<file path="src/rtl/memory_fold_engine.sv">
// memory_fold_engine
// Several short-lived logical buffers (NB banks of MW words) share one
// physical RAM. Each run loads MW words into the current bank, adds INC to
// every word in place, then drains the bank in ascending order with a
// valid strobe. Runs rotate round-robin through the banks.
//
// Optional build macro: FOLD_SATURATE_EN
//   defined   -> the in-place add saturates at 2^BW-1
//   undefined -> the in-place add wraps modulo 2^BW
module memory_fold_engine #(
   parameter int BW  = 8,
   parameter int MW  = 16,
   parameter int NB  = 3,
   parameter int INC = 1,
   localparam int SW = (NB > 1) ? $clog2(NB) : 1
) (
   input  logic          clk,
   input  logic          rst,
   input  logic          start_process,
   input  logic [BW-1:0] data_in,
   input  logic          write_enable,
   output logic [BW-1:0] data_out,
   output logic          out_valid,
   output logic          busy,
   output logic          done,
   output logic [SW-1:0] bank_sel
);

   localparam int IW = $clog2(MW);
   localparam int AW = $clog2(NB * MW);
   localparam logic [BW-1:0] INC_W = BW'(INC);

   typedef enum logic [1:0] {
      IDLE  = 2'd0,
      LOAD  = 2'd1,
      PROC  = 2'd2,
      DRAIN = 2'd3
   } state_t;

   state_t          state;
   state_t          state_next;
   logic [IW-1:0]   idx;
   logic [IW-1:0]   idx_next;
   logic            idx_last;
   logic [AW-1:0]   addr;
   logic            mem_we;
   logic [BW-1:0]   mem_wdata;
   logic            drain_en;
   logic            run_end;
   logic [BW-1:0]   mem [NB*MW];

   // In-place increment applied to every word during PROC.
   function automatic logic [BW-1:0] fold_add(input logic [BW-1:0] a);
`ifdef FOLD_SATURATE_EN
      logic [BW:0] sum;
      sum = {1'b0, a} + {1'b0, INC_W};
      if (sum[BW]) begin
         fold_add = {BW{1'b1}};
      end else begin
         fold_add = sum[BW-1:0];
      end
`else
      fold_add = a + INC_W;
`endif
   endfunction

   // Banks never overlap: each bank owns a contiguous MW-word window.
   assign addr     = AW'(bank_sel) * AW'(MW) + AW'(idx);
   assign idx_last = (idx == IW'(MW - 1));

   // Next-state logic: LOAD advances only on accepted words, PROC/DRAIN run free.
   always_comb begin
      state_next = state;
      case (state)
         IDLE: begin
            if (start_process) begin
               state_next = LOAD;
            end else begin
               state_next = IDLE;
            end
         end
         LOAD: begin
            if (write_enable && idx_last) begin
               state_next = PROC;
            end else begin
               state_next = LOAD;
            end
         end
         PROC: begin
            if (idx_last) begin
               state_next = DRAIN;
            end else begin
               state_next = PROC;
            end
         end
         DRAIN: begin
            if (idx_last) begin
               state_next = IDLE;
            end else begin
               state_next = DRAIN;
            end
         end
         default: state_next = IDLE;
      endcase
   end

   // Per-state datapath controls: memory write, index step, drain strobes.
   always_comb begin
      mem_we    = 1'b0;
      mem_wdata = data_in;
      drain_en  = 1'b0;
      run_end   = 1'b0;
      idx_next  = idx;
      case (state)
         IDLE: begin
            idx_next = '0;
         end
         LOAD: begin
            if (write_enable) begin
               mem_we    = 1'b1;
               mem_wdata = data_in;
               idx_next  = idx_last ? '0 : idx + 1'b1;
            end else begin
               idx_next  = idx;
            end
         end
         PROC: begin
            mem_we    = 1'b1;
            mem_wdata = fold_add(mem[addr]);
            idx_next  = idx_last ? '0 : idx + 1'b1;
         end
         DRAIN: begin
            drain_en = 1'b1;
            run_end  = idx_last;
            idx_next = idx_last ? '0 : idx + 1'b1;
         end
         default: begin
            idx_next = '0;
         end
      endcase
   end

   // State register, index counter and registered outputs.
   always_ff @(posedge clk or posedge rst) begin
      if (rst) begin
         state     <= IDLE;
         idx       <= '0;
         data_out  <= '0;
         out_valid <= 1'b0;
         busy      <= 1'b0;
         done      <= 1'b0;
         bank_sel  <= '0;
      end else begin
         state     <= state_next;
         idx       <= idx_next;
         out_valid <= drain_en;
         done      <= run_end;
         busy      <= (state_next != IDLE);
         if (drain_en) begin
            data_out <= mem[addr];
         end
         if (run_end) begin
            if (bank_sel == SW'(NB - 1)) begin
               bank_sel <= '0;
            end else begin
               bank_sel <= bank_sel + 1'b1;
            end
         end
      end
   end

   // Shared physical memory; contents deliberately survive reset.
   always_ff @(posedge clk) begin
      if (mem_we) begin
         mem[addr] <= mem_wdata;
      end
   end

endmodule

</file>
<file path="config.mk">
export PLATFORM = sky130hd
export DESIGN_NAME = memory_fold_engine
export DESIGN_NICKNAME = d
export VERILOG_FILES = /design/src/rtl/memory_fold_engine.sv
export SDC_FILE = /design/constraint.sdc
export NUM_CORES = 1
export LEC_CHECK = 0
export CORE_UTILIZATION = 35
export CTS_BUF_LIST = sky130_fd_sc_hd__clkbuf_8
export CTS_CLUSTER_SIZE = 16
export DETAILED_ROUTE_END_ITERATION = 10
export PLACE_DENSITY = 0.54
export SLEW_MARGIN = 20
export SYNTH_ARGS = -nofsm -noshare
export SYNTH_HDL_FRONTEND = slang
export SYNTH_SLANG_ARGS = --single-unit
export TNS_END_PERCENT = 100
</file>
<file path="constraint.sdc">
create_clock -name clk -period 11.1 [get_ports clk]
set_input_delay 2.775 -clock clk [delete_from_list [all_inputs] [get_ports clk]]
set_output_delay 2.775 -clock clk [all_outputs]
set_load 0.1 [all_outputs]
</file>
==> summary.md, run 1 <==
| Metric | Value |
|---|---|
| Status | `finished, final reports clean` |
| Ant. Diodes | `0` |
| # setup viols final | `0` |
| Root Buffer | `clkbuf_8` |
| Die height | `219 µm` |
| Die ar. | `47800 µm²` |
| Top FF cell, synth | `edfxtp_1` |
| Slew margin rel. | `21.6%` |
| Post-CTS Setup Repair Bufs | `0` |
| CP Data Required Time | `11.49 ns` |
| Seq. cell area | `12000 µm²` |
| H-tree Lvls | `3` |
| Row cnt | `79` |
| Clock power share | `32.4%` |
| Critical path, cell by cell | `buf_4 > inv_1 > mux2i_1 > o22ai_1 > a311oi_1 > nor3_2 > a211oi_1 > a211o_1 > buf_4` |
| VDD IR max | `0.000134 V` |
| Die W | `219 µm` |
| Port-buffer cells | `24` |
| Final clock skew | `0.0243 ns` |
| Multi-input logic area | `3980 µm²` |
| Syn_area_per_cell | `16.7 µm²` |
| P per Cell Area | `199 nW/µm²` |
| Synth Instances | `982` |
| Post-route ant nets | `0` |
| Total track usage | `19.4%` |
| Core Box Area | `46500 µm²` |
| Slew @ Worst Pin | `1.18 ns` |
| GPL Wtd Cong | `0.843` |
| CP max stage cell | `a211o_1` |
| Share of flip-flops with an asynchronous set or reset | `4.71%` |
| Sequential share of power | `47.1%` |
| Post-synth EDFFs | `384` |
| CTS sink cnt | `403` |
| First-pass GRT wire length | `66500 µm` |
| Power, Total | `3.67 mW` |
| Worst EP arrival | `6.02 ns` |
| Fillers | `4242` |
| Via count | `9451` |
| Sw frac | `30.9%` |
| Setup tns final | `0 ns` |
| CP max stage delay | `0.92 ns` |
| Seq/Total Area, Yosys | `73.1%` |
| Final net count | `1050` |
| Cell variety after synth | `71` |
| Clock Pin Slew Worst Setup and Hold Paths | `0.06 ns` |
| Post-CTS Hold Buffers | `0` |
| Syn_nets | `1000` |
| CTS tree | `yes` |
| Worst Setup End Kind | `flop` |
| Via density | `5.60` |
| R2r worst-path depth | `9` |
| Layout area overhead | `12.0%` |
| Layout cells sized above 1 | `19.2%` |
| Combinational power share | `20.6%` |
| Insertion delay to the later sink of the worst-skew pair | `0.61 ns` |
| Hpwl dp | `27700 µm` |
| Mapped Area | `16400 µm²` |
| DRC viols | `0` |
| CTS Buf Count | `69` |
| P_sw | `1.13 mW` |
| Worst Path Class, Setup | `reg2reg` |
| Tightest Hold Check Type | `reg2reg` |
| Grt ovf | `0` |
| Initial antenna violation count | `0` |
| CP most frequent cell | `buf_4` |
| Internal Pwr Total | `2.54 mW` |
| Routed WL per cell | `27.1 µm` |
| Minimum clock period | `5.63 ns` |
| Deepest clock path buffer count | `3` |
| Initial Utilization | `35.4%` |
| Place WS | `5.30 ns` |
| Leakage Power | `5.82 nW` |
| Slew Limit Fails | `0` |
| FF+latch count, synth | `403` |
| First-pass detailed-route iteration total | `6` |
| RSZ-0062 raised after global routing | `no` |
| Critical path startpoint category | `flop` |
| Vias in the first global route | `9424` |
| Routed wire length | `45700 µm` |
| Post-route clock period utilization | `50.7%` |
| DR iter-0 viols | `974` |
| Worst Setup Slack, final | `5.47 ns` |
| Top Ports | `25` |
| Synth warn | `0` |
| Max cap viols | `0` |
| Post-cts resize count | `0` |
| Hold path cells | `2` |
| Largest net degree at the start of global routing | `63` |
| Final Hold Fails | `0` |
| Achievable Freq | `178 MHz` |
| CP max FO | `62` |
[metal layers]
metal / up-vias / GRT usage (%) / part of all wire [%]
met2: 469 / 29.8 / 46
met3: 80 / 4.13 / 8.1
met5: - / 0 / 0
met1: 4855 / 27.0 / 43
li1: 4047 / - / -
met4: 0 / 7.20 / 2.6
[power groups by stage]
stage                     Clock [mW]  Combinational (mW)  Sequential [mW]
after global placement             0               0.743             1.76
final                           1.19               0.755             1.73
after floorplan                    0               0.519             1.73
after global routing            1.27               0.791             1.73
after detailed placement           0               0.740             1.76
after CTS                       1.21               0.744             1.73
[cell families after synthesis]
kind of cell	after synthesis	share of synthesized area (%)
compound gates	192	8.94
xor+xnor	4	0.213
fa+ha+maj	6	0.457
buf+inv	81	2.85
flops	403	73.1
mux	104	8.26
simple gates	192	6.20
[Yosys cell counts (12+ instances only)]
cell,instances,share of area [%]
buf_4,17,0.78
a221o_1,14,0.85
nor2_1,76,1.7
mux2i_1,34,2.1
dfrtp_1,19,2.9
clkbuf_1,20,0.46
a221oi_1,28,1.5
nor2b_1,12,0.46
inv_1,12,0.27
mux2_2,49,3.4
a21oi_1,31,0.94
buf_2,20,0.61
nand3_1,13,0.40
o21ai_0,19,0.58
a22oi_1,27,1.2
mux4_2,20,2.7
edfxtp_1,384,70
nand2_1,34,0.78
[through the flow]
step | cells | utilization [%] | hold slack (ns) | cell area, µm²
after CTS | 1687 | 39.6 | 0.527 | 18400
after global routing | 1687 | 39.6 | 0.543 | 18400
after global placement | 1568 | 37.0 | 0.509 | 17200
final | 1687 | 39.6 | 0.521 | 18400
after floorplan | 982 | - | 0.534 | 16400
after detailed placement | 1568 | 37.1 | 0.514 | 17200
[worst paths after layout]
path | start | to | slack [ns]
worst max register to register | idx[2]$_DFFE_PP0P_ | mem[40][5]$_DFFE_PP_ | 5.47
worst min-delay path | data_out[5]$_DFFE_PP0P_ | data_out[5]$_DFFE_PP0P_ | 0.52
worst min register to register | data_out[5]$_DFFE_PP0P_ | data_out[5]$_DFFE_PP0P_ | 0.52
min in group asynchronous | rst | data_out[5]$_DFFE_PP0P_ | 2.58
worst max-delay path | idx[2]$_DFFE_PP0P_ | mem[40][5]$_DFFE_PP_ | 5.47
max in group asynchronous | rst | idx[0]$_DFFE_PP0P_ | 8.00
[placed cells by master, fill, tap and decap left out, drive strengths merged, types with 4 or more instances in the layout]
master / count
a32oi: 4
nor3: 10
and3: 7
ha: 6
mux4: 20
a222oi: 4
a22oi: 27
a221o: 14
a21oi: 31
a22o: 6
dfrtp: 19
nand2: 34
nor4: 6
clkinv: 34
nor2: 77
edfxtp: 384
inv: 25
clkbuf: 71
a31oi: 6
nand3: 13
nor2b: 12
nor4b: 4
nor3b: 6
o211ai: 10
nand2b: 5
clkdlybuf4s50: 24
mux2i: 34
o21ai: 19
o2bb2ai: 7
a211o: 5
mux2: 50
o22ai: 6
a221oi: 28
buf: 23
[flip-flops by register name, summed over array words and instances (netlist names)]
register,count
bank_sel,2
busy,1
data_out,8
done,1
idx,4
mem,384
out_valid,1
state,2
[final cells by class]
| class | count | area share (%) |
|---|---|---|
| multi-input cells | 498 | 21.6 |
| repair buffers | 47 | 2.24 |
| clock inverters | 48 | 1.13 |
| clock buffers | 71 | 5.31 |
| inverters | 13 | 0.265 |
| well taps | 607 | 4.13 |
| flip-flops and latches | 403 | 65.3 |
[worst max-delay path: cells and delay by family, from the launching register on]
family / cells / cell delay (ns)
buf+inv: 3 / 1.84
compound gates: 4 / 2.15
mux: 1 / 0.49
simple gates: 1 / 0.19
flops: 1 / 0.64
(Power assumes the default switching activity.)
==> run 2, diff against run 1 <==
==> constraint.sdc (replaced) <==
create_clock -name clk -period 5.6 [get_ports clk]
set_input_delay 1.4 -clock clk [delete_from_list [all_inputs] [get_ports clk]]
set_output_delay 1.4 -clock clk [all_outputs]
set_load 0.1 [all_outputs]
==> run 2 against run 1 <==
Compared with the run above: combinational power grew 100%; cell count is 1.4% higher; total power up 100%; first-iteration DRC count fell by 3.5%; flip-flop and latch count unchanged; sequential share of layout area down 0.96 points; via count is 1.9% higher; design area increased by 1.5%; clock-buffer cell count down 2; global-route usage up 0.59 points; critical path depth stayed put; critical endpoint is now mem[26][2]$_DFFE_PP_; largest power group unchanged.
==> summary.md, run 2 (same netlist as run 1, synthesis figures left out) <==
| Metric | Value |
|---|---|
| DR iter-0 viols | `940 (-3.5%)` |
| CTS tree | `yes` |
| Final clock skew | `0.0290 ns (+0.00477 ns)` |
| Slew Limit Fails | `0 (unchanged)` |
| Port-buffer cells | `24 (unchanged)` |
| Clock Pin Slew Worst Setup and Hold Paths | `0.06 ns (about the same)` |
| Deepest clock path buffer count | `3 (unchanged)` |
| Die ar. | `47800 µm² (unchanged)` |
| GPL Wtd Cong | `0.883 (+4.7%)` |
| CTS Buf Count | `67 (-2.9%)` |
| Minimum clock period | `4.71 ns (-0.924 ns)` |
| Routed WL per cell | `27.4 µm (+1.3%)` |
| Placed cell count | `1596 (+1.8%)` |
| CP max FO | `48 (-23%)` |
| Largest regs | `mem x384, data_out x8, idx x4` |
| Final net count | `1076 (+2.5%)` |
| Fin cells | `1711 (+1.4%)` |
| Ant. Diodes | `0 (unchanged)` |
| R2r worst-path depth | `9 (unchanged)` |
| Worst Setup End Kind | `flop` |
| Critical path startpoint category | `flop` |
| Leakage Power | `5.99 nW (+3.0%)` |
| Layout cells sized above 1 | `20.5% (+1.3 points)` |
| Placed Area | `17500 µm² (+1.7%)` |
| FF-to-FF setup slack | `0.89 ns (-4.58 ns)` |
| Top Ports | `25 (unchanged)` |
| Final instance area | `18700 µm² (+1.5%)` |
| Row cnt | `79 (unchanged)` |
| Slew @ Worst Pin | `1.15 ns (-0.0295 ns)` |
| Total track usage | `20.0% (+0.59 points)` |
| CP Data Required Time | `5.85 ns (-5.64 ns)` |
| H-tree Lvls | `3 (unchanged)` |
| First-pass GRT wire length | `68100 µm (+2.4%)` |
| First-pass detailed-route iteration total | `6 (unchanged)` |
| # setup viols final | `0 (unchanged)` |
| Initial Utilization | `35.4% (unchanged)` |
| Setup tns final | `0 ns (unchanged)` |
| Achievable Freq | `213 MHz (+20%)` |
| Layout area overhead | `13.7%` |
| Leading cell types in the layout, fill and taps excluded | `384 x edfxtp_1, 76 x nor2_1, 69 x clkbuf_8` |
| Post-cts resize count | `0 (unchanged)` |
| Hold WS | `0.531 ns (+0.00962 ns)` |
| Tightest Hold Check Type | `reg2reg` |
| Via density | `5.63 (+0.51%)` |
| Worst r2r src | `idx[1]$_DFFE_PP0P_` |
| Largest net degree at the start of global routing | `52 (-17%)` |
| Initial antenna violation count | `0 (unchanged)` |
| Vias in the first global route | `9588 (+1.7%)` |
| Post-route ant nets | `0 (unchanged)` |
| Max cap viols | `0 (unchanged)` |
| End of the critical path | `mem[26][2]$_DFFE_PP_` |
| Status | `finished, final reports clean` |
| Routed wire length | `46900 µm (+2.8%)` |
| P per Cell Area | `393 nW/µm² (+97%)` |
| Post-layout util | `40.2% (+0.59 points)` |
| Die height | `219 µm (unchanged)` |
| Post-CTS Setup Repair Bufs | `0 (unchanged)` |
| Top reg by flops | `mem` |
| Worst Path Class, Setup | `reg2reg` |
| Final Hold Fails | `0 (unchanged)` |
| R2R Path End | `mem[26][2]$_DFFE_PP_` |
| Core Box Area | `46500 µm² (unchanged)` |
| Insertion delay to the later sink of the worst-skew pair | `0.61 ns (about the same)` |
| Worst Setup SP | `idx[1]$_DFFE_PP0P_` |
| Grt ovf | `0 (unchanged)` |
| CTS sink cnt | `403 (unchanged)` |
| Post-route clock period utilization | `84.0% (+33 points)` |
| Die W | `219 µm (unchanged)` |
| Via count | `9634 (+1.9%)` |
| Hpwl dp | `28600 µm (+3.1%)` |
| DRC viols | `0 (unchanged)` |
| RSZ-0062 raised after global routing | `no` |
| Commonest non-fill, non-tap cell in the layout | `edfxtp_1` |
| VDD IR max | `0.000189 V (+41%)` |
| Worst EP arrival | `4.95 ns (-1.07 ns)` |
| Post-CTS Hold Buffers | `0 (unchanged)` |
| Fillers | `4220 (-0.52%)` |
| Slew margin rel. | `23.4% (+1.8 points)` |
| Number of flip-flops in the largest register | `384 (unchanged)` |
| Root Buffer | `clkbuf_8` |
run 2: cell type report:
class / count / area (µm²) / share of cell area (%)
inverters: 13 / 48.8 / 0.261
clock inverters: 46 / 220 / 1.18
clock buffers: 69 / 950 / 5.08
well taps: 607 / 759 / 4.07
flip-flops and latches: 403 / 12000 / 64.3
multi-input cells: 498 / 3970 / 21.3
repair buffers: 75 / 711 / 3.80
run 2: worst min-delay path by stage:
stage	start	cells after the start	slack [ns]	to
finish	data_out[4]$_DFFE_PP0P_	2	0.53	data_out[4]$_DFFE_PP0P_
detailed placement	data_out[4]$_DFFE_PP0P_	2	0.52	data_out[4]$_DFFE_PP0P_
floorplan	state[1]$_DFF_PP0_	1	0.53	out_valid$_DFF_PP0_
global route	data_out[7]$_DFFE_PP0P_	2	0.57	data_out[7]$_DFFE_PP0P_
CTS	data_out[4]$_DFFE_PP0P_	2	0.54	data_out[4]$_DFFE_PP0P_
global placement	data_out[4]$_DFFE_PP0P_	2	0.50	data_out[4]$_DFFE_PP0P_
run 2: power by group:
group | switching, mW | internal, mW | total [mW]
Clock | 1.16 | 1.19 | 2.34
Combinational | 0.974 | 0.564 | 1.54
Sequential | 0.125 | 3.33 | 3.46
Total | 2.26 | 5.08 | 7.34
run 2: critical path: stages (launching register included):
cell,delay (ns)
dfrtp_4,0.87
buf_4,0.41
nor2_1,0.27
a221oi_1,0.46
o221ai_1,0.24
a311oi_1,0.69
inv_1,0.10
ha_1,0.24
xnor2_1,0.16
mux2_2,0.83
run 2: per-layer routing:
| metal | GRT usage (%) | vias to the layer above | wire length (µm) |
|---|---|---|---|
| li1 | - | 4104 | - |
| met1 | 27.9 | 4934 | 20000 |
| met2 | 31.0 | 518 | 21900 |
| met3 | 3.80 | 78 | 3830 |
| met4 | 7.48 | 0 | 1210 |
| met5 | 0 | - | 0 |
run 2: stage by stage:
stage / total power [mW] / worst slack [ns]
final: 7.34 / 0.895
after global routing: 7.57 / 0.684
after CTS: 7.37 / 0.880
after detailed placement: 5.03 / 0.905
after global placement: 5.03 / 1.06
after floorplan: 4.46 / 0.695
==> run 3, diff against run 2 <==
--- a/config.mk
+++ b/config.mk
@@ -9,7 +9,7 @@
 export CTS_BUF_LIST = sky130_fd_sc_hd__clkbuf_8
 export CTS_CLUSTER_SIZE = 16
 export DETAILED_ROUTE_END_ITERATION = 10
-export PLACE_DENSITY = 0.54
+export PLACE_DENSITY = 0.55
 export SLEW_MARGIN = 20
 export SYNTH_ARGS = -nofsm -noshare
 export SYNTH_HDL_FRONTEND = slang
==> constraint.sdc (replaced) <==
create_clock -name clk -period 4.18 [get_ports clk]
set_input_delay 1.045 -clock clk [delete_from_list [all_inputs] [get_ports clk]]
set_output_delay 1.045 -clock clk [all_outputs]
set_load 0.1 [all_outputs]
==> run 3 against run 2 <==
Compared with the run above: hold slack lost 0.0087 ns; maximum frequency grew 19%; clock skew is essentially flat; largest cell class unchanged; combinational power grew 56%; register-to-register slack lost 0.68 ns; die area is the same; highest routed layer unchanged; critical path depth grew 2; core utilization grew 1.5 points; design area grew 3.8%; total power grew 39%.
==> summary.md, run 3 (same netlist as run 1, synthesis figures left out) <==
| Metric | Value |
|---|---|
| Hold path cells | `2 (unchanged)` |
| Combinational power share | `23.6% (+2.6 points)` |
| VDD IR max | `0.000300 V (+58%)` |
| Hold Path Sink | `data_out[0]$_DFFE_PP0P_` |
| Number of flip-flops in the largest register | `384 (unchanged)` |
| P_sw | `3.06 mW (+36%)` |
| Seq. cell area | `12000 µm² (unchanged)` |
| Hold WS | `0.522 ns (-0.00874 ns)` |
| Achievable Freq | `252 MHz (+19%)` |
| Initial antenna violation count | `0 (unchanged)` |
| Clock Pin Slew Worst Setup and Hold Paths | `0.06 ns (about the same)` |
| Vias in the first global route | `9874 (+3.0%)` |
| Largest regs | `mem x384, data_out x8, idx x4` |
| Routed wire length | `47700 µm (+1.7%)` |
| CTS sink cnt | `403 (unchanged)` |
| Initial Utilization | `35.4% (unchanged)` |
| Sequential share of power | `44.4% (-2.7 points)` |
| Die W | `219 µm (unchanged)` |
| Final clock skew | `0.0295 ns (+0.000452 ns)` |
| Port-buffer cells | `24 (unchanged)` |
| Largest net degree at the start of global routing | `49 (-5.8%)` |
| Root Buffer | `clkbuf_8` |
| Top Ports | `25 (unchanged)` |
| Commonest non-fill, non-tap cell in the layout | `edfxtp_1` |
| DRC viols | `0 (unchanged)` |
| Die height | `219 µm (unchanged)` |
| Clock power share | `32.0% (about the same)` |
| Met1 Track Usage GR | `27.4% (-0.53 points)` |
| M2 GR Usage | `31.3% (+0.36 points)` |
| Fillers | `4193 (-0.64%)` |
| Top reg by flops | `mem` |
| Ant. Diodes | `0 (unchanged)` |
| Leakage Power | `6.49 nW (+8.3%)` |
| CTS tree | `yes` |
| CTS Buf Count | `68 (+1.5%)` |
| Post-route ant nets | `0 (unchanged)` |
| Post-CTS Setup Repair Bufs | `0 (unchanged)` |
| Insertion delay to the later sink of the worst-skew pair | `0.64 ns (+0.03 ns)` |
| Leading cell types in the layout, fill and taps excluded | `384 x edfxtp_1, 128 x buf_4, 76 x nor2_1` |
| Worst Setup End Kind | `flop` |
| Final Hold Fails | `0 (unchanged)` |
| Routed WL per cell | `26.6 µm (-3.2%)` |
| DR iter-0 viols | `1021 (+8.6%)` |
| CP max FO | `33 (-31%)` |
| Hpwl dp | `31200 µm (+9.4%)` |
| Worst Path Class, Setup | `reg2reg` |
| FF-to-FF setup slack | `0.21 ns (-0.68 ns)` |
| Worst EP arrival | `4.37 ns (-0.58 ns)` |
| CP Data Required Time | `4.58 ns (-1.27 ns)` |
| Row cnt | `79 (unchanged)` |
| M3 GR Usage | `5.22% (+1.4 points)` |
| P per Cell Area | `527 nW/µm² (+34%)` |
| Place WS | `0.229 ns (-0.676 ns)` |
| Die ar. | `47800 µm² (unchanged)` |
| Worst r2r src | `idx[2]$_DFFE_PP0P_` |
| GPL Wtd Cong | `0.880 (-0.35%)` |
| Internal Pwr Total | `7.16 mW (+41%)` |
| Hold Path Origin | `data_out[0]$_DFFE_PP0P_` |
| Multi-input logic area | `3980 µm² (about the same)` |
| # setup viols final | `0 (unchanged)` |
| Layout area overhead | `18.0%` |
| Tightest Hold Check Type | `reg2reg` |
| Critical path startpoint category | `flop` |
| Slew Limit Fails | `0 (unchanged)` |
| H-tree Lvls | `3 (unchanged)` |
| Status | `finished, final reports clean` |
| Sw frac | `30.0% (-0.76 points)` |
| R2r worst-path depth | `11 (+2)` |
| RSZ-0062 raised after global routing | `no` |
| First-pass GRT wire length | `69300 µm (+1.8%)` |
| Slew margin rel. | `29.7% (+6.3 points)` |
| Via count | `9940 (+3.2%)` |
| Total track usage | `20.5% (+0.48 points)` |
| Minimum clock period | `3.97 ns (-0.735 ns)` |
| Max cap viols | `0 (unchanged)` |
| Setup tns final | `0 ns (unchanged)` |
| First-pass detailed-route iteration total | `5 (-1)` |
| Layout cells sized above 1 | `25.6% (+5.2 points)` |
| Deepest clock path buffer count | `3 (unchanged)` |
| Core Box Area | `46500 µm² (unchanged)` |
| Via density | `5.53 (-1.8%)` |
| R2R Path End | `mem[36][7]$_DFFE_PP_` |
| Final net count | `1161 (+7.9%)` |
| Worst Setup Slack, final | `0.210 ns (-0.685 ns)` |
| Grt ovf | `0 (unchanged)` |
| Post-route clock period utilization | `95.0% (+11 points)` |
| Slew @ Worst Pin | `1.05 ns (-0.0916 ns)` |
| Post-CTS Hold Buffers | `0 (unchanged)` |
| Busiest grt layer | `met2` |
-- run 3: changes by cell type in the layout (fill, tap and decap cells not counted), sizes merged --
cell / change
clkbuf: +1
clkinv: -9
buf: +85
clkinvlp: -1
inv: +9
bufinv: +2
clkdlybuf4s50: -1
-- run 3: worst max-delay path by stage --
stage,start,cells past startpoint,slack (ns),to
2_1_floorplan,idx[2]$_DFFE_PP0P_,12,0.1,mem[0][4]$_DFFE_PP_
3_3_place_gp,idx[2]$_DFFE_PP0P_,10,0.02,mem[20][4]$_DFFE_PP_
3_5_place_dp,idx[2]$_DFFE_PP0P_,10,0.23,mem[33][2]$_DFFE_PP_
4_1_cts,idx[2]$_DFFE_PP0P_,9,0.20,mem[38][2]$_DFFE_PP_
5_1_grt,idx[0]$_DFFE_PP0P_,11,0.07,mem[33][5]$_DFFE_PP_
6_report,idx[2]$_DFFE_PP0P_,11,0.21,mem[36][7]$_DFFE_PP_
-- run 3: metal layers --
metal  share of wire, %  vias to the layer above
met2                 46                      445
met4                3.9                        0
met3                8.0                      105
li1                   -                     4270
met1                 42                     5120
met5                  0                        -
-- run 3: power groups by stage --
| stage | registers (mW) | logic, mW | clock network, mW |
|---|---|---|---|
| floorplan | 4.60 | 1.38 | 0 |
| global placement | 4.62 | 2.36 | 0 |
| detailed placement | 4.62 | 2.37 | 0 |
| CTS | 4.54 | 2.38 | 3.34 |
| global route | 4.55 | 2.53 | 3.51 |
| finish | 4.54 | 2.41 | 3.27 |
-- run 3: area by class of cell --
class | instances | share of cell area, %
clock buffer | 70 | 4.97
clock inverter | 47 | 1.36
inverter | 13 | 0.252
multi-input combinational | 498 | 20.5
sequential | 403 | 62.0
tap | 607 | 3.92
timing repair buffer | 159 | 7.01
-- run 3: repair_timing --
| action | CTS | global route |
|---|---|---|
| endpoints found under the hold margin | 0 | 0 |
| resized for setup | 0 | 1 |
| setup endpoints to repair | 0 | 48 |
-- run 3: critical path: stages (launching register included) --
cell,delay [ns]
dfrtp_4,0.74
buf_4,0.31
buf_4,0.20
mux2_2,0.35
a221o_1,0.30
a222oi_1,0.58
o22ai_1,0.14
a211oi_1,0.22
and2_1,0.28
nand4_1,0.14
nand3_2,0.12
buf_4,0.30
-- run 3: per-stage QoR --
stage,cells,util (%),power [mW],area [µm²]
after floorplan,982,-,5.98,16400
after global placement,1679,39.0,6.98,18100
after detailed placement,1680,39.1,6.99,18200
after CTS,1797,41.7,10.3,19400
after global routing,1797,41.7,10.6,19400
final,1797,41.7,10.2,19400
